$ cat src/rtl/piso_tx_arbiter.sv
// Round-robin front end for one shared PISO shift register: grants a word from
// one of two requesters, holds it, and sequences load/shift with zero-gap streaming.
module piso_tx_arbiter #(
  parameter int WIDTH = 4
) (
  input  logic             clk,
  input  logic             rst,
  input  logic             req0,
  input  logic [WIDTH-1:0] d0,
  output logic             gnt0,
  input  logic             req1,
  input  logic [WIDTH-1:0] d1,
  output logic             gnt1,
  output logic [WIDTH-1:0] piso_d,
  output logic             s,
  output logic             bit_valid,
  output logic             src,
  output logic             done,
  output logic             busy,
  output logic [1:0]       dbg_state
);

  localparam int CW = (WIDTH > 2) ? $clog2(WIDTH) : 1;
  localparam logic [CW-1:0] CNT_LAST = CW'(WIDTH - 2);

  typedef enum logic [1:0] {IDLE, LOAD, SHIFT, LAST} state_t;

  state_t           state, state_nx;
  logic [CW-1:0]    cnt;
  logic [WIDTH-1:0] hold;
  logic             ptr;
  logic             win;
  logic             pend;
  logic             src_r;
  logic             window;
  logic             pick1;
  logic             grant;

  // Handshake: a requester keeps reqN high with dN stable until it sees gntN
  // high in a cycle; that cycle is the transfer. Next cycle it drops reqN or
  // presents a fresh word. gnt only rises while the grant window is open.
  always_comb begin
    window = !rst && ((state == IDLE) || ((state == SHIFT) && (cnt == CNT_LAST)));
    pick1  = req1 && (!req0 || ptr);
    grant  = window && (req0 || req1);
    gnt0   = grant && !pick1;
    gnt1   = grant && pick1;
  end

  always_comb begin
    state_nx = state;
    case (state)
      IDLE:  if (grant) state_nx = LOAD;
      LOAD:  state_nx = SHIFT;
      SHIFT: if (cnt == CNT_LAST) state_nx = LAST;
      LAST:  state_nx = pend ? SHIFT : IDLE;
      default: state_nx = IDLE;
    endcase
  end

  always_ff @(posedge clk or posedge rst) begin
    if (rst) begin
      state <= IDLE;
      cnt   <= '0;
      hold  <= '0;
      ptr   <= 1'b0;
      win   <= 1'b0;
      pend  <= 1'b0;
      src_r <= 1'b0;
    end else begin
      state <= state_nx;
      cnt   <= (state == SHIFT) ? cnt + CW'(1) : '0;
      // pend remembers a grant taken in the final SHIFT cycle so LAST can
      // chain straight into the next word.
      pend  <= grant && (state == SHIFT);
      if (grant) begin
        hold <= pick1 ? d1 : d0;
        ptr  <= ~pick1;
        win  <= pick1;
      end
      if ((state_nx == SHIFT) && (state != SHIFT)) src_r <= win;
    end
  end

  always_comb begin
    piso_d    = hold;
    s         = (state == SHIFT);
    bit_valid = (state == SHIFT) || (state == LAST);
    done      = (state == LAST);
    busy      = (state != IDLE);
    src       = src_r;
    dbg_state = state;
  end

endmodule

$ cat config.mk
export PLATFORM = sky130hd
export DESIGN_NAME = piso_tx_arbiter
export DESIGN_NICKNAME = d
export VERILOG_FILES = /design/src/rtl/piso_tx_arbiter.sv
export SDC_FILE = /design/constraint.sdc
export NUM_CORES = 1
export LEC_CHECK = 0
export CORE_UTILIZATION = 35
export DETAILED_ROUTE_END_ITERATION = 10
export GPL_ROUTABILITY_DRIVEN = 0
export HOLD_SLACK_MARGIN = 0.06
export PLACE_DENSITY = 0.67
export SLEW_MARGIN = 20
export SYNTH_ARGS = -nofsm -noshare
export SYNTH_HDL_FRONTEND = slang
export SYNTH_SLANG_ARGS = --single-unit
$ cat constraint.sdc
create_clock -name clk -period 2.1 [get_ports clk]
set_clock_uncertainty 0.1 [all_clocks]
set_input_delay 0.315 -clock clk [delete_from_list [all_inputs] [get_ports clk]]
set_output_delay 0.315 -clock clk [all_outputs]
set_load 0.005 [all_outputs]
# [After elaboration in Yosys (flattened, before gate mapping)]
# Index checks and enable logic that the tools add are counted.
[op_classes] n_addsub=1 n_eq_ne=6 mux=6 bitwise=1 reduce_logical=17
[ops] operator="equality test 2 bit, second input constant" n=4
[ops] operator="logical AND 1 bit" n=8
[ops] operator="two-way mux 2 bit" n=4
[ops] operator="case mux 2 bit (4 select lines)" n=1
[ops] operator="logical OR 1 bit" n=4
[ops] operator="two-way mux 4 bit" n=1
[ops] operator="zero test 1 bit" n=3
[ops] operator="adder 2 x 1 -> 2 bit, second input constant" n=1
[ops] operator="equality test 2 x 1 -> 1 bit, second input constant" n=1
[ops] operator="zero test 2 bit" n=1
[ops] operator="inequality test 2 bit, second input constant" n=1
[ops] operator="nonzero test 2 bit" n=1
[ops] operator="inverter 1 bit" n=1
[word_totals] ff_bits=12 input_bits=12 out_inout_bits=13

# [Depth between registers and ports, before layout]
[depth] ltp_word=9 ltp_mapped=6

# [Least setup slack after synthesis]
# OpenSTA, ideal clock, no wires.
[synth_timing] path_kind="reg-to-output" from="register cnt[0]" to="output port gnt0" arrival_ns=1.222 required_time_ns=1.685 slack_ns=0.463 stages_incl_launch_ff=7 cell_sequence="dfrtp_1 -> inv_1 -> ha_1 -> nand2b_2 -> and3_4 -> buf_6 -> and2_2"
[synth_via] elab_chain_len=6
[synth_lines] item="from (decl)" line="29" rtl="logic [CW-1:0] cnt;"
[synth_lines] item="from (signal assigned)" line="72" rtl="cnt <= (state == SHIFT) ? cnt + CW'(1) : '0;"
[synth_lines] item="equality test 2 bit" line="43" rtl="window = !rst && ((state == IDLE) || ((state == SHIFT) && (cnt == CNT_LAST)));"
[synth_lines] item="logical AND 1 bit" line="43"
[synth_lines] item="logical OR 1 bit" line="43"
[synth_lines] item="logical AND 1 bit" line="43"
[synth_lines] item="logical AND 1 bit" line="45" rtl="grant = window && (req0 || req1);"
[synth_lines] item="logical AND 1 bit" line="46" rtl="gnt0 = grant && !pick1;"
[synth_lines] item="to (decl)" line="10" rtl="output logic gnt0,"
# Every way passes these cells.

# [Worst setup path in the final report]
# Ends and elaborated chain as after synthesis.

==> reports/qor.yml <==
outcome: "finished, final reports clean"
worst_path_required_time_ns: 1.68
synth_flop_cell: "sky130_fd_sc_hd__dfrtp_1"
cts.hold.buffers_added: 0
remaining_overflow_grt: 0
async_reset_ff_share_pct: 100
detailroute.via_count: 572
reg_clk_slew_reported_paths_ns: 0.07
nFillCells: 147
area_share_of_the_largest_cell_type_after_synthesis_pct: 48.5
die-area_mm2: 0.00194
number_of_antenna_violations_at_the_first_check_in_global_routing: 0
clock_tree_from_tritoncts: "built"
number_of_antenna_repair_diodes: 0
detailed_route_drc_error_count: 0
peakVddDrop_mv: 0.533
crit_path_end_kind: "output port"
clock_latency_late_sink_ns: 0.26
synth_fp_nets: 74
wl_per_cell_um: 11.1
post-place-cells: 107
grt_max_degree: 13
post_synthesis_cell_area_um2: 619
achievable-frequency_mhz: 497
first_global_vias: 515
synth_edf_count: 0
setup_violations: 0
drt-vias-per-instance: 5.15
floorplan.initialDensity_pct: 39.3
critPathKind: "reg2out"
yosys_warnings: 0
grt_first_pass_wirelength_um: 2110
finalWorstPathRequiredPeriod_ns: 2.01
worst_slew_pin_slew_ns: 0.452
coreArea_mm2: 0.00158
ranking_of_synthesized_cells_by_area: "sky130_fd_sc_hd__dfrtp_1 48%, sky130_fd_sc_hd__a31oi_1 8.1%, sky130_fd_sc_hd__nand3b_1 4.8%"
hp-class: "in2async"
postSynthCellCount: 61
worstReg2RegEnd: "ptr"
synthToLayoutAreaGrowth_pct: 56.4
wl_um: 1240
grt_setup_unrepaired: "false"
dp.final_hpwl_um: 1000
ff_latch_area_um2: 300
drtAntennaViolNets: 0
totalPowerFinal_mw: 1.21
worstPathArrival_ns: 1.60
die_h_um: 44.1
synth_top_cell_by_area: "sky130_fd_sc_hd__dfrtp_1"
cts_htree_levels: 1
timing.critical_path.fanout_max: 4
rows: 14
power.static_leakage_nw: 0.437
die_width_um: 44.1
grt.total_usage_pct: 14.6
layout-drive-gt1-share_pct: 25.3
worst-r2r-cell-count: 6
ys_seq_area_share_pct: 48.5
slew-limit-headroom_pct: 69.8
drt-pass1-iter-count: 6
io_buffers: 24
cellPowerDensity_mw_per_mm2: 1250
synth_area_per_cell_um2: 10.2
initialDrtViolationCount: 6
regToRegStartpoint: "cnt[0]"
fin_crit_sh_pct: 95.8
critical_path.startpoint_type: "flip-flop"
clock_sinks: 12
post_layout_nonfiller_instances: 111
layout.nets: 109
ctsLongestPathBuffers: 2
slew_violations: 0
post_synth_num_cell_types: 24
multi_input_area_um2: 280
postCtsSetupBuffers: 0
reg2reg_slack_ns: 0.53
ioPinCount: 25
tritoncts.num_buffers: 3
clock-root-buffer: "sky130_fd_sc_hd__clkbuf_4"
hold_violations: 0
max-cap-violations: 0
yosys_register_bits: 12
## Yosys cell counts (all sizes together), types with 2 or more instances
cell type	n
dfrtp	12
clkbuf	2
inv	7
a31oi	8
mux2	2
nor2	3
nand3b	4
nand2	4
and3	2
o21ai	4
a21oi	2
## cells in the final DEF (no fill, tap or decap), drive strengths merged
master         synthesis  final
o21ai                  4      4
mux2                   2      2
inv                    7      7
or2b                   1      1
dlygate4sd2            0      1
a21oi                  2      2
nand2b                 1      1
a21boi                 1      1
nor2                   3      3
nor3b                  1      1
clkbuf                 2      5
o21ba                  1      1
clkinv                 1      1
nand3b                 4      4
nor2b                  1      1
mux2i                  1      1
buf                    1      9
nand2                  4      4
and3                   2      2
ha                     1      1
clkdlybuf4s50          0     22
and2                   1      1
a31oi                  8      8
dfrtp                 12     12
## worst max-delay path by stage
stage               startpoint  slack, ns    to
detailed placement        req1      -0.14  gnt1
global route            cnt[0]     0.0007  gnt0
floorplan               cnt[0]       0.46  gnt0
CTS                     cnt[0]       0.03  gnt0
finish                  cnt[0]       0.09  gnt0
global placement          req1      -0.14  gnt1
## timing repair
action | CTS | global route
setup endpoints to repair | 2 | 2
pin swaps | 0 | 0
resized for setup | 3 | 4
endpoints found under the hold margin | 0 | 0
## flip-flops by register name, indices dropped and copies added (netlist names)
register,flops
ptr,1
cnt,2
dbg_state,2
win,1
pend,1
src,1
piso_d,4
## per-layer routing
| layer | GRT usage (%) | part of all wire [%] | up-vias |
|---|---|---|---|
| met2 | 22.6 | 48 | 26 |
| met3 | 4.49 | 6.6 | 0 |
| met1 | 19.2 | 45 | 268 |
| met5 | 0 | 0 | - |
| met4 | 5.45 | 0 | 0 |
| li1 | - | - | 278 |
## logic make-up (layout without fill, tap and decap cells)
group,after synthesis,count (layout),share of synthesized area [%]
AO/OA/AOI/OAI,16,16,16.8
flip-flops,12,12,48.5
multiplexers,3,3,5.86
adder cells (fa/ha/maj),1,1,2.02
AND/OR/NAND/NOR,18,18,19.0
buffers and inverters,11,45,7.88
## stage by stage
| stage | hold WS [ns] | TNS, ns | cell area, µm² | utilization (%) | worst slack [ns] |
|---|---|---|---|---|---|
| 3_3_place_gp | 0.314 | -0.230 | 928 | 58.9 | -0.136 |
| 4_1_cts | 0.297 | 0 | 965 | 61.2 | 0.0284 |
| 2_1_floorplan | 0.0797 | 0 | 619 | - | 0.463 |
| 6_report | 0.286 | 0 | 968 | 61.4 | 0.0882 |
| 5_1_grt | 0.356 | 0 | 968 | 61.4 | 0.000707 |
| 3_5_place_dp | 0.325 | -0.236 | 928 | 58.9 | -0.139 |
## worst max-delay path, stage by stage, from the launching register on
cell and delay, ns:
sky130_fd_sc_hd__dfrtp_1 0.35, sky130_fd_sc_hd__inv_1 0.05, sky130_fd_sc_hd__ha_2 0.19, sky130_fd_sc_hd__nand2b_4 0.14
sky130_fd_sc_hd__and3_4 0.19, sky130_fd_sc_hd__and2_2 0.16, sky130_fd_sc_hd__dlygate4sd2_1 0.25
## power by group
part           internal, mW  leakage (nW)  switching, mW
Clock                 0.105        0.0210         0.0696
Combinational         0.389         0.273          0.231
Sequential            0.335         0.144         0.0755
## cell type report
type | instances | area share, %
inverter | 8 | 3.10
sequential | 12 | 31.0
clock buffer | 4 | 3.75
multi-input combinational | 38 | 28.9
tap | 16 | 2.07
timing repair buffer | 33 | 31.1
Power figures use the tool's default switching activity.
